### config.mk
export PLATFORM = sky130hd
export DESIGN_NAME = multichannel_counter_flat
export DESIGN_NICKNAME = d
export VERILOG_FILES = /design/src/rtl/multichannel_counter_if.sv /design/src/rtl/multichannel_counter.sv /design/src/flat_wrapper.sv
export SDC_FILE = /design/constraint.sdc
export NUM_CORES = 1
export LEC_CHECK = 0
export CAP_MARGIN = 20
export CORE_MARGIN = 3
export CORE_UTILIZATION = 25
export DETAILED_ROUTE_END_ITERATION = 6
export GPL_ROUTABILITY_DRIVEN = 1
export SYNTH_ARGS = -nofsm -noshare
export SYNTH_HDL_FRONTEND = slang
export SYNTH_HIERARCHICAL = 1
export SYNTH_SLANG_ARGS = --single-unit
export TNS_END_PERCENT = 50
### constraint.sdc
create_clock -name clk -period 5.3 [get_ports clk]
set_input_delay 1.06 -clock clk [delete_from_list [all_inputs] [get_ports clk]]
set_output_delay 1.06 -clock clk [all_outputs]
set_load 0.02 [all_outputs]
### src/rtl/multichannel_counter_if.sv
// Slow-control byte bus: one address, one write strobe, registered read data.
interface multichannel_counter_if;
  logic [7:0] addr;
  logic [7:0] data_in;
  logic       we;
  logic [7:0] data_out;

  modport master (output addr, data_in, we, input data_out);
  modport slave  (input addr, data_in, we, output data_out);
endinterface

### src/rtl/multichannel_counter.sv
// Multichannel edge counter with gate timer, snapshot registers and byte-bus access.
// One lane per input channel: synchroniser, edge detect, live counter, snapshot.
module multichannel_counter_lane #(
  parameter int CNT_WIDTH = 32
) (
  input  logic                 clk,
  input  logic                 res,
  input  logic                 sig,
  input  logic                 run,
  input  logic                 sat,
  input  logic                 clr,
  input  logic                 snap,
  output logic                 ovf,
  output logic [CNT_WIDTH-1:0] snap_cnt
);
  logic [1:0]           sync_q, sync_d;
  logic                 hist_q, hist_d, ev;
  logic [CNT_WIDTH-1:0] cnt_q, cnt_d, snap_q, snap_d, inc;

  always_comb begin
    sync_d = {sync_q[0], sig};
    hist_d = sync_q[1];
    ev     = run & sync_q[1] & ~hist_q;
    ovf    = ev & (&cnt_q);
    inc    = (ovf && sat) ? cnt_q : cnt_q + CNT_WIDTH'(ev);
    cnt_d  = inc;
    snap_d = snap_q;
    if (clr) begin
      cnt_d  = '0;
      snap_d = '0;
    end else if (snap) begin
      // the event of this very cycle closes into the snapshot
      snap_d = inc;
      cnt_d  = '0;
    end
  end

  always_ff @(posedge clk or posedge res) begin
    if (res) begin
      sync_q <= '0;
      hist_q <= 1'b0;
      cnt_q  <= '0;
      snap_q <= '0;
    end else begin
      sync_q <= sync_d;
      hist_q <= hist_d;
      cnt_q  <= cnt_d;
      snap_q <= snap_d;
    end
  end

  assign snap_cnt = snap_q;
endmodule

module multichannel_counter #(
  parameter int         N_CH      = 4,
  parameter int         CNT_WIDTH = 32,
  parameter logic [7:0] BASE_ADDR = 8'h26
) (
  input  logic                   clk,
  input  logic                   res,
  multichannel_counter_if.slave  bus,
  input  logic                   read_req,
  input  logic [N_CH-1:0]        signal,
  output logic                   snap_valid,
  output logic [31:0]            time_ex,
  output logic [N_CH*32-1:0]     data_ex
);
  logic [2:0]  ctrl_q, ctrl_d;
  logic [31:0] gate_q, gate_d, time_q, time_d, stime_q, stime_d, time_inc;
  logic [3:0]  st_q, st_d;
  logic        rr_q, sv_q, sv_d;
  logic [7:0]  dout_q, dout_d, off;
  logic [8:0]  off9;
  logic        hit, wr, cmd, clr, ack, snap, rr_rise, auto_t, wrap;
  logic [N_CH-1:0]                ovf_v;
  logic [N_CH-1:0][CNT_WIDTH-1:0] scnt;
  logic [N_CH-1:0][31:0]          snap_w;

  genvar g;
  generate
    for (g = 0; g < N_CH; g++) begin : g_lane
      multichannel_counter_lane #(.CNT_WIDTH(CNT_WIDTH)) u_lane (
        .clk(clk), .res(res), .sig(signal[g]), .run(ctrl_q[2]), .sat(ctrl_q[1]),
        .clr(clr), .snap(snap), .ovf(ovf_v[g]), .snap_cnt(scnt[g]));
      assign snap_w[g]          = 32'(scnt[g]);
      assign data_ex[32*g +: 32] = snap_w[g];
    end
  endgenerate

  always_comb begin
    off9     = {1'b0, bus.addr} - {1'b0, BASE_ADDR};
    hit      = ~off9[8];
    off      = off9[7:0];
    wr       = bus.we & hit;
    cmd      = wr && (off == 8'h00);
    clr      = cmd & bus.data_in[0];
    ack      = cmd & bus.data_in[2];
    rr_rise  = read_req & ~rr_q;
    auto_t   = ctrl_q[0] && (gate_q != 32'd0) && (time_q + 32'd1 == gate_q);
    snap     = ~clr & ((cmd & bus.data_in[1]) | rr_rise | auto_t);
    wrap     = ctrl_q[2] & (&time_q);
    time_inc = time_q + 32'(ctrl_q[2]);

    ctrl_d = ctrl_q;
    gate_d = gate_q;
    if (wr) begin
      case (off)
        8'h01: ctrl_d = bus.data_in[2:0];
        8'h02: gate_d[7:0]   = bus.data_in;
        8'h03: gate_d[15:8]  = bus.data_in;
        8'h04: gate_d[23:16] = bus.data_in;
        8'h05: gate_d[31:24] = bus.data_in;
        default: ;
      endcase
    end

    time_d  = time_inc;
    stime_d = stime_q;
    sv_d    = snap;
    st_d    = st_q;
    st_d[1] = st_q[1] | (|ovf_v);
    st_d[2] = st_q[2] | wrap;
    if (ack && !snap) begin
      st_d[0] = 1'b0;
      st_d[3] = 1'b0;
    end
    if (snap) begin
      if (!ack && st_q[0]) st_d[3] = 1'b1;
      st_d[0] = 1'b1;
      stime_d = time_inc;
      time_d  = '0;
    end
    if (clr) begin
      st_d    = '0;
      stime_d = '0;
      time_d  = '0;
    end

    dout_d = '0;
    if (hit) begin
      case (off)
        8'h01: dout_d = {5'b0, ctrl_q};
        8'h02: dout_d = gate_q[7:0];
        8'h03: dout_d = gate_q[15:8];
        8'h04: dout_d = gate_q[23:16];
        8'h05: dout_d = gate_q[31:24];
        8'h06: dout_d = {4'b0, st_q};
        8'h08: dout_d = stime_q[7:0];
        8'h09: dout_d = stime_q[15:8];
        8'h0a: dout_d = stime_q[23:16];
        8'h0b: dout_d = stime_q[31:24];
        default: ;
      endcase
      for (int c = 0; c < N_CH; c++)
        for (int b = 0; b < 4; b++)
          if (off == 8'(16 + 4*c + b)) dout_d = snap_w[c][8*b +: 8];
    end
  end

  always_ff @(posedge clk or posedge res) begin
    if (res) begin
      ctrl_q  <= 3'b100;
      gate_q  <= '0;
      time_q  <= '0;
      stime_q <= '0;
      st_q    <= '0;
      rr_q    <= 1'b0;
      sv_q    <= 1'b0;
      dout_q  <= '0;
    end else begin
      ctrl_q  <= ctrl_d;
      gate_q  <= gate_d;
      time_q  <= time_d;
      stime_q <= stime_d;
      st_q    <= st_d;
      rr_q    <= read_req;
      sv_q    <= sv_d;
      dout_q  <= dout_d;
    end
  end

  assign bus.data_out = dout_q;
  assign snap_valid   = sv_q;
  assign time_ex      = stime_q;
endmodule
### src/flat_wrapper.sv
// flat-port wrapper written by rule: the top's interface ports become plain ports
module multichannel_counter_flat 
#(
  parameter int         N_CH      = 4,
  parameter int         CNT_WIDTH = 32,
  parameter logic [7:0] BASE_ADDR = 8'h26
)
  (clk, res, read_req, signal, snap_valid, time_ex, data_ex, bus_addr, bus_data_in, bus_we, bus_data_out);
  multichannel_counter_if bus_i ();
  input  logic clk;
  input  logic res;
  input  logic read_req;
  input  logic [N_CH-1:0] signal;
  output logic snap_valid;
  output logic [31:0] time_ex;
  output logic [N_CH*32-1:0] data_ex;
  input wire logic [$bits(bus_i.addr)-1:0] bus_addr;
  input wire logic [$bits(bus_i.data_in)-1:0] bus_data_in;
  input wire logic [$bits(bus_i.we)-1:0] bus_we;
  output wire logic [$bits(bus_i.data_out)-1:0] bus_data_out;
  assign bus_i.addr = bus_addr;
  assign bus_i.data_in = bus_data_in;
  assign bus_i.we = bus_we;
  assign bus_data_out = bus_i.data_out;
  multichannel_counter #(.N_CH(N_CH), .CNT_WIDTH(CNT_WIDTH), .BASE_ADDR(BASE_ADDR)) u_core (.clk(clk), .res(res), .bus(bus_i), .read_req(read_req), .signal(signal), .snap_valid(snap_valid), .time_ex(time_ex), .data_ex(data_ex));
endmodule
; After elaboration in Yosys (flattened, before gate mapping)
; Cells that the tools add are included.
[word_totals]
regBits = 381
in_bits = 24
out_inout_bits = 169
elab_cells = 166
[op_classes]
addsub = 7
n_eq_ne = 27
n_mux = 48
bitwise_logic = 30
n_reduce_logical = 26
[op_table]
columns = op, count
row1 = two-way mux 32 bit, 24
row2 = adder 32 x 1 -> 32 bit, 5
row3 = AND reduction 32 bit, 5
row4 = two-way mux 8 bit, 17
row5 = equality test 8 x 5 -> 1 bit (second input constant), 16
row6 = case mux 8 bit (10 select lines), 1
row7 = adder 32 x 1 -> 32 bit (second input constant), 1
row8 = equality test 32 bit, 1
row9 = equality test 8 x 4 -> 1 bit (second input constant), 4
row10 = nonzero test 32 bit, 1
row11 = equality test 8 x 3 -> 1 bit (second input constant), 3
row12 = AND 1 bit, 19
row13 = equality test 8 x 2 -> 1 bit (second input constant), 2
row14 = AND reduction 2 bit, 5
row15 = logical AND 1 bit, 9
row16 = subtractor 8 x 6 -> 9 bit (second input constant), 1
row17 = equality test 8 x 1 -> 1 bit (second input constant), 1
row18 = zero test 8 bit, 1
row19 = NOT 1 bit, 7
row20 = two-way mux 1 bit, 5
row21 = two-way mux 4 bit, 1
row22 = bitwise OR 1 bit, 4
row23 = OR reduction 4 bit, 1
row24 = nonzero test 3 bit, 1
row25 = 2 further kinds, 3

; Depth between registers and ports, before layout
[depth]
word_depth = 20
mapped_depth = 15
depth_no_buf = 13

; By module
; Netlist, hierarchy kept.
[modules_own_cells]
columns = mod, n_inst, cells_per_inst, area_per_inst_um2, seq_area_each_um2
row1 = multichannel_counter, 1, 939, 8110.3, 2829.0
row2 = multichannel_counter_lane at u_core.g_lane[0].u_lane ..., 2, 323, 3355.7, 1676.6
row3 = multichannel_counter_lane at u_core.g_lane[2].u_lane ..., 2, 309, 3155.5, 1676.6

; Worst setup path before layout
; Ideal clock, no wire load.
[synth_path]
path_kind = in2reg
start = input port bus_addr[3]
end = register u_core.g_lane[0].u_lane.cnt_q[21]
arrival_time_ns = 4.367
required_ns = 5.219
path_slack_ns = 0.852
path_stages = 13
n_path_buf = 5
path_cell_list = clkbuf_1 nor4b_1 a32o_1 nand4_1 nor2_1 and2_1 clkbuf_1 clkbuf_1 nor2_1 or2_2 clkbuf_1 dlymetal6s4s_1 a21oi_1
[synth_lines]
columns = element, line_no
row1 = start: declaration, flat_wrapper.sv:17  ; input wire logic [$bits(bus_i.addr)-1:0] bus_addr;
row2 = subtractor 8 x 6 -> 9 bit *, multichannel_counter.sv:92  ; off9 = {1'b0, bus.addr} - {1'b0, BASE_ADDR};
row3 = "parallel branches: the longest is 2 deep, another holds zero test 8 bit", -
row4 = logical AND 1 bit *, multichannel_counter.sv:96  ; cmd = wr && (off == 8'h00);
row5 = AND 1 bit *, multichannel_counter.sv:97  ; clr = cmd & bus.data_in[0];
row6 = net u_core.clr, multichannel_counter.sv:75  ; logic hit, wr, cmd, clr, ack, snap, rr_rise, auto_t, wrap;
row7 = NOT 1 bit *, multichannel_counter.sv:101  ; snap = ~clr & ((cmd & bus.data_in[1]) | rr_rise | auto_t);
row8 = AND 1 bit *, multichannel_counter.sv:101
row9 = net u_core.snap, multichannel_counter.sv:75
row10 = two-way mux 32 bit *, multichannel_counter.sv:31  ; end else if (snap) begin
row11 = two-way mux 32 bit *, multichannel_counter.sv:28  ; if (clr) begin
row12 = net u_core.g_lane[0].u_lane.cnt_d[21], multichannel_counter.sv:18  ; logic [CNT_WIDTH-1:0] cnt_q, cnt_d, snap_q, snap_d, inc;
row13 = end signal: assignment, multichannel_counter.sv:47  ; cnt_q <= cnt_d;
row14 = end: declaration, multichannel_counter.sv:18
; Mark *: on every way through the listed nets, which the timed path passes.
; A chain may end at the register's enable or synchronous reset.

; Final worst setup path
[layout_path]
start = register u_core.time_q[8]
end = register u_core.g_lane[3].u_lane.snap_q[22]
[layout_via]
elab_chain_cells = 6
[layout_lines]
columns = element, line_no
row1 = start: declaration, multichannel_counter.sv:70  ; logic [31:0] gate_q, gate_d, time_q, time_d, stime_q, stime_d, time_inc;
row2 = start signal: assignment, multichannel_counter.sv:174  ; time_q <= time_d;
row3 = adder 32 x 1 -> 32 bit, multichannel_counter.sv:100  ; auto_t = ctrl_q[0] && (gate_q != 32'd0) && (time_q + 32'd1 == gate_q);
row4 = equality test 32 bit, multichannel_counter.sv:100
row5 = logical AND 1 bit, multichannel_counter.sv:100
row6 = bitwise OR 1 bit, multichannel_counter.sv:101
row7 = AND 1 bit, multichannel_counter.sv:101
row8 = net u_core.snap, multichannel_counter.sv:75
row9 = nonzero test 2 bit (no line), -
row10 = end signal: assignment, multichannel_counter.sv:48  ; snap_q <= snap_d;
row11 = end: declaration, multichannel_counter.sv:18
; The timed path passes the listed nets, and every way through them passes these cells.

==> impl_metrics.json <==
{
  "power_density_nw_per_um2": 297,
  "hpwl_mm": 59.1,
  "path_clk_slew_ns": 0.06,
  "core_um2": 82900,
  "die_h_um": 297,
  "ys_warn_count": 6,
  "drive_gt1_frac": 0.125,
  "clkPwrFrac": 0.409,
  "cts_tree": "done",
  "p_int_mw": 5.31,
  "timing.final.crit_period_ns": 4.60,
  "areaGrowthSynthToFinish_pct": 20.6,
  "cp_max_fo": 18,
  "cts_hold_buf": 0,
  "synth_area_um2": 21100,
  "p_leak_nw": 9.98,
  "dr_wl_met2_mm": 35.1,
  "dr.first_iter.drc_count": 2037,
  "h-tree-depth": 2,
  "fp-row-count": 105,
  "ys_ff_latch": 381,
  "synth_flop_cell": "dfrtp_1",
  "top_layer_used": "met5",
  "critPathKind": "reg -> reg",
  "ys_async_sr_fraction": 1.00,
  "endpoint_kind": "register",
  "slew_viol_final": 0,
  "worst_slew_margin_rel": 0.305,
  "synth_area_leaders": "dfrtp_1, nor2_1, xnor2_1, a211oi_1, mux2_2",
  "ios": 193,
  "cts.sinks": 381,
  "setup_viol": 0,
  "die_area_um2": 88100,
  "grt_max_degree": 60,
  "p_seq_frac": 0.442,
  "place_area_um2": 24000,
  "comb_power_share": 0.149,
  "ys_seq_area_frac": 0.451,
  "status": "completed",
  "fin_tns_setup_ns": 0,
  "die_x_um": 297,
  "ys_top_cells_by_count": "dfrtp_1, nor2_1, xnor2_1",
  "hp-class": "reg -> reg",
  "p_switching_mw": 2.25,
  "synth_most_common_cell": "dfrtp_1",
  "final.fill_count": 8662,
  "start_util": 0.255,
  "switching_share": 0.297,
  "place.port_buffers": 192,
  "cts_root_buf": "clkbuf_16",
  "overflow": 0,
  "period_share": 0.869,
  "antenna_found_initial": 8,
  "syn_avg_cell_area_um2": 9.59,
  "gp_congestion": 0.939,
  "cts_inserted_buffers": 44,
  "cts_buffer_depth": 3,
  "cts_resized": 0,
  "timing.fmax_mhz": 217,
  "hold_violations": 0,
  "ant_nets": 0,
  "vias": 18367,
  "grt_setup_unrepaired": "no",
  "post_cts_buffers": 0,
  "drv_cap": 0,
  "arrival_ns": 5.01,
  "nNetsFinal": 2370,
  "post_synth_num_cell_types": 86,
  "yosysTopAreaCell": "dfrtp_1",
  "grt_first_pass_wirelength_mm": 119,
  "grt_pass1_vias": 17727,
  "place_ws_ns": 0.352,
  "routed_via_density": 5.26,
  "remaining_drc_errors": 0,
  "routed-wl-met3_mm": 6.74,
  "synthesis.instances": 2203,
  "synth-edff-count": 0,
  "synth_top_cell_area_share": 0.450,
  "skew_ns": 0.0268,
  "timing.final.ws_setup_ns": 0.696,
  "crit_path_start_kind": "register",
  "design_area_um2": 25500,
  "irDropWorstVdd_v": 0.000236,
  "tightest_slew_ns": 1.04,
  "grt_use_total": 0.174,
  "clock_latency_ns": 0.60,
  "wl_mm": 79.2,
  "dr.pass1.iters": 7,
  "avgRoutedWirePerCell_um": 22.7,
  "wirelength_met1_mm": 35.1,
  "worstPathRequired_ns": 5.71,
  "syn_nets": 2239
}
[stage by stage]
stage / hold slack, ns / std cells / utilization / total power [mW]
2_1_floorplan: 0.331 / 2203 / - / 3.87
4_1_cts: 0.346 / 3491 / 0.307 / 7.64
5_1_grt: 0.354 / 3492 / 0.307 / 7.85
6_report: 0.345 / 3495 / 0.307 / 7.56
3_5_place_dp: 0.335 / 3411 / 0.290 / 4.52
3_3_place_gp: 0.334 / 3411 / 0.290 / 4.52
[placed cells by master (no fill, tap or decap), drive strengths merged, types with 35 or more instances in the layout]
| cell | count |
|---|---|
| a211oi | 119 |
| a21oi | 145 |
| and3 | 36 |
| buf | 50 |
| clkbuf | 61 |
| clkdlybuf4s50 | 190 |
| dfrtp | 380 |
| inv | 35 |
| mux2 | 53 |
| nand2 | 127 |
| nand3 | 76 |
| nand4 | 92 |
| nor2 | 348 |
| nor3 | 56 |
| nor4 | 41 |
| o21ai | 37 |
| xnor2 | 131 |
| xor2 | 57 |
[layout make-up]
type / count / area (um^2) / area share
inverter: 33 / 126 / 0.00496
clock inverter: 19 / 185 / 0.00727
antenna: 4 / 10.0 / 0.000393
tap: 1123 / 1410 / 0.0551
multi-input combinational: 1634 / 10700 / 0.418
timing repair buffer: 240 / 2300 / 0.0902
clock buffer: 61 / 1270 / 0.0500
sequential: 381 / 9540 / 0.374
[worst paths after layout]
kind | depth (start not counted) | endpoint | slack [ns] | startpoint
worst max-delay path | 10 | u_core/g_lane[3].u_lane/snap_cnt[22] | 0.70 | u_core/time_q[8]
worst min register to register | 0 | u_core/g_lane[1].u_lane/sync_q[1] | 0.34 | u_core/g_lane[1].u_lane/sync_q[0]
min in group asynchronous | 2 | u_core/g_lane[0].u_lane/snap_cnt[10] | 1.23 | res
worst max register to register | 10 | u_core/g_lane[3].u_lane/snap_cnt[22] | 0.70 | u_core/time_q[8]
max in group asynchronous | 3 | u_core/g_lane[2].u_lane/snap_cnt[29] | 2.96 | res
worst min-delay path | 0 | u_core/g_lane[1].u_lane/sync_q[1] | 0.34 | u_core/g_lane[1].u_lane/sync_q[0]
[logic make-up (layout without fill, tap and decap cells)]
kind of cell	after synthesis	in the layout	synth area share
AND/OR/NAND/NOR	893	893	0.214
AO/OA/AOI/OAI	463	463	0.161
flip-flops	381	381	0.451
XOR/XNOR	188	188	0.0779
buffers and inverters	188	353	0.0464
multiplexers	78	78	0.0425
adder cells (fa/ha/maj)	12	12	0.00710
other	0	4	0
[flip-flops by register name, indices dropped and copies added, names as in the netlist, 3 cells and up]
| register | cells |
|---|---|
| u_core/bus.data_out | 8 |
| u_core/st_q | 4 |
| u_core/gate_q | 32 |
| u_core/g_lane.u_lane/sync_q | 8 |
| u_core/g_lane.u_lane/hist_q | 4 |
| u_core/time_ex | 32 |
| u_core/g_lane.u_lane/cnt_q | 128 |
| u_core/g_lane.u_lane/snap_cnt | 128 |
| u_core/time_q | 32 |
| u_core/ctrl_q | 3 |
[power groups by stage]
stage	combinational (mW)	clock, mW	sequential (mW)
final	1.13	3.09	3.34
after global routing	1.21	3.28	3.36
after CTS	1.13	3.17	3.35
after detailed placement	1.13	0	3.40
after global placement	1.11	0	3.40
after floorplan	0.471	0	3.40
[per-layer routing]
metal,up-vias,track usage
li1,8291,-
met1,9191,0.245
met3,115,0.0432
met5,-,0
met2,764,0.265
met4,6,0.0507
[worst max-delay path, stage by stage, from the launching register on]
cell      delay, ns
dfrtp_1        0.59
nand3_2        0.18
or4_4          0.61
or4_1          0.54
a32oi_1        0.22
nand4_1        0.14
nor4_2         0.61
a21oi_4        0.13
nor2_4         0.31
nor2b_2        0.91
a211oi_1       0.19
Power figures use the tool's default switching activity.
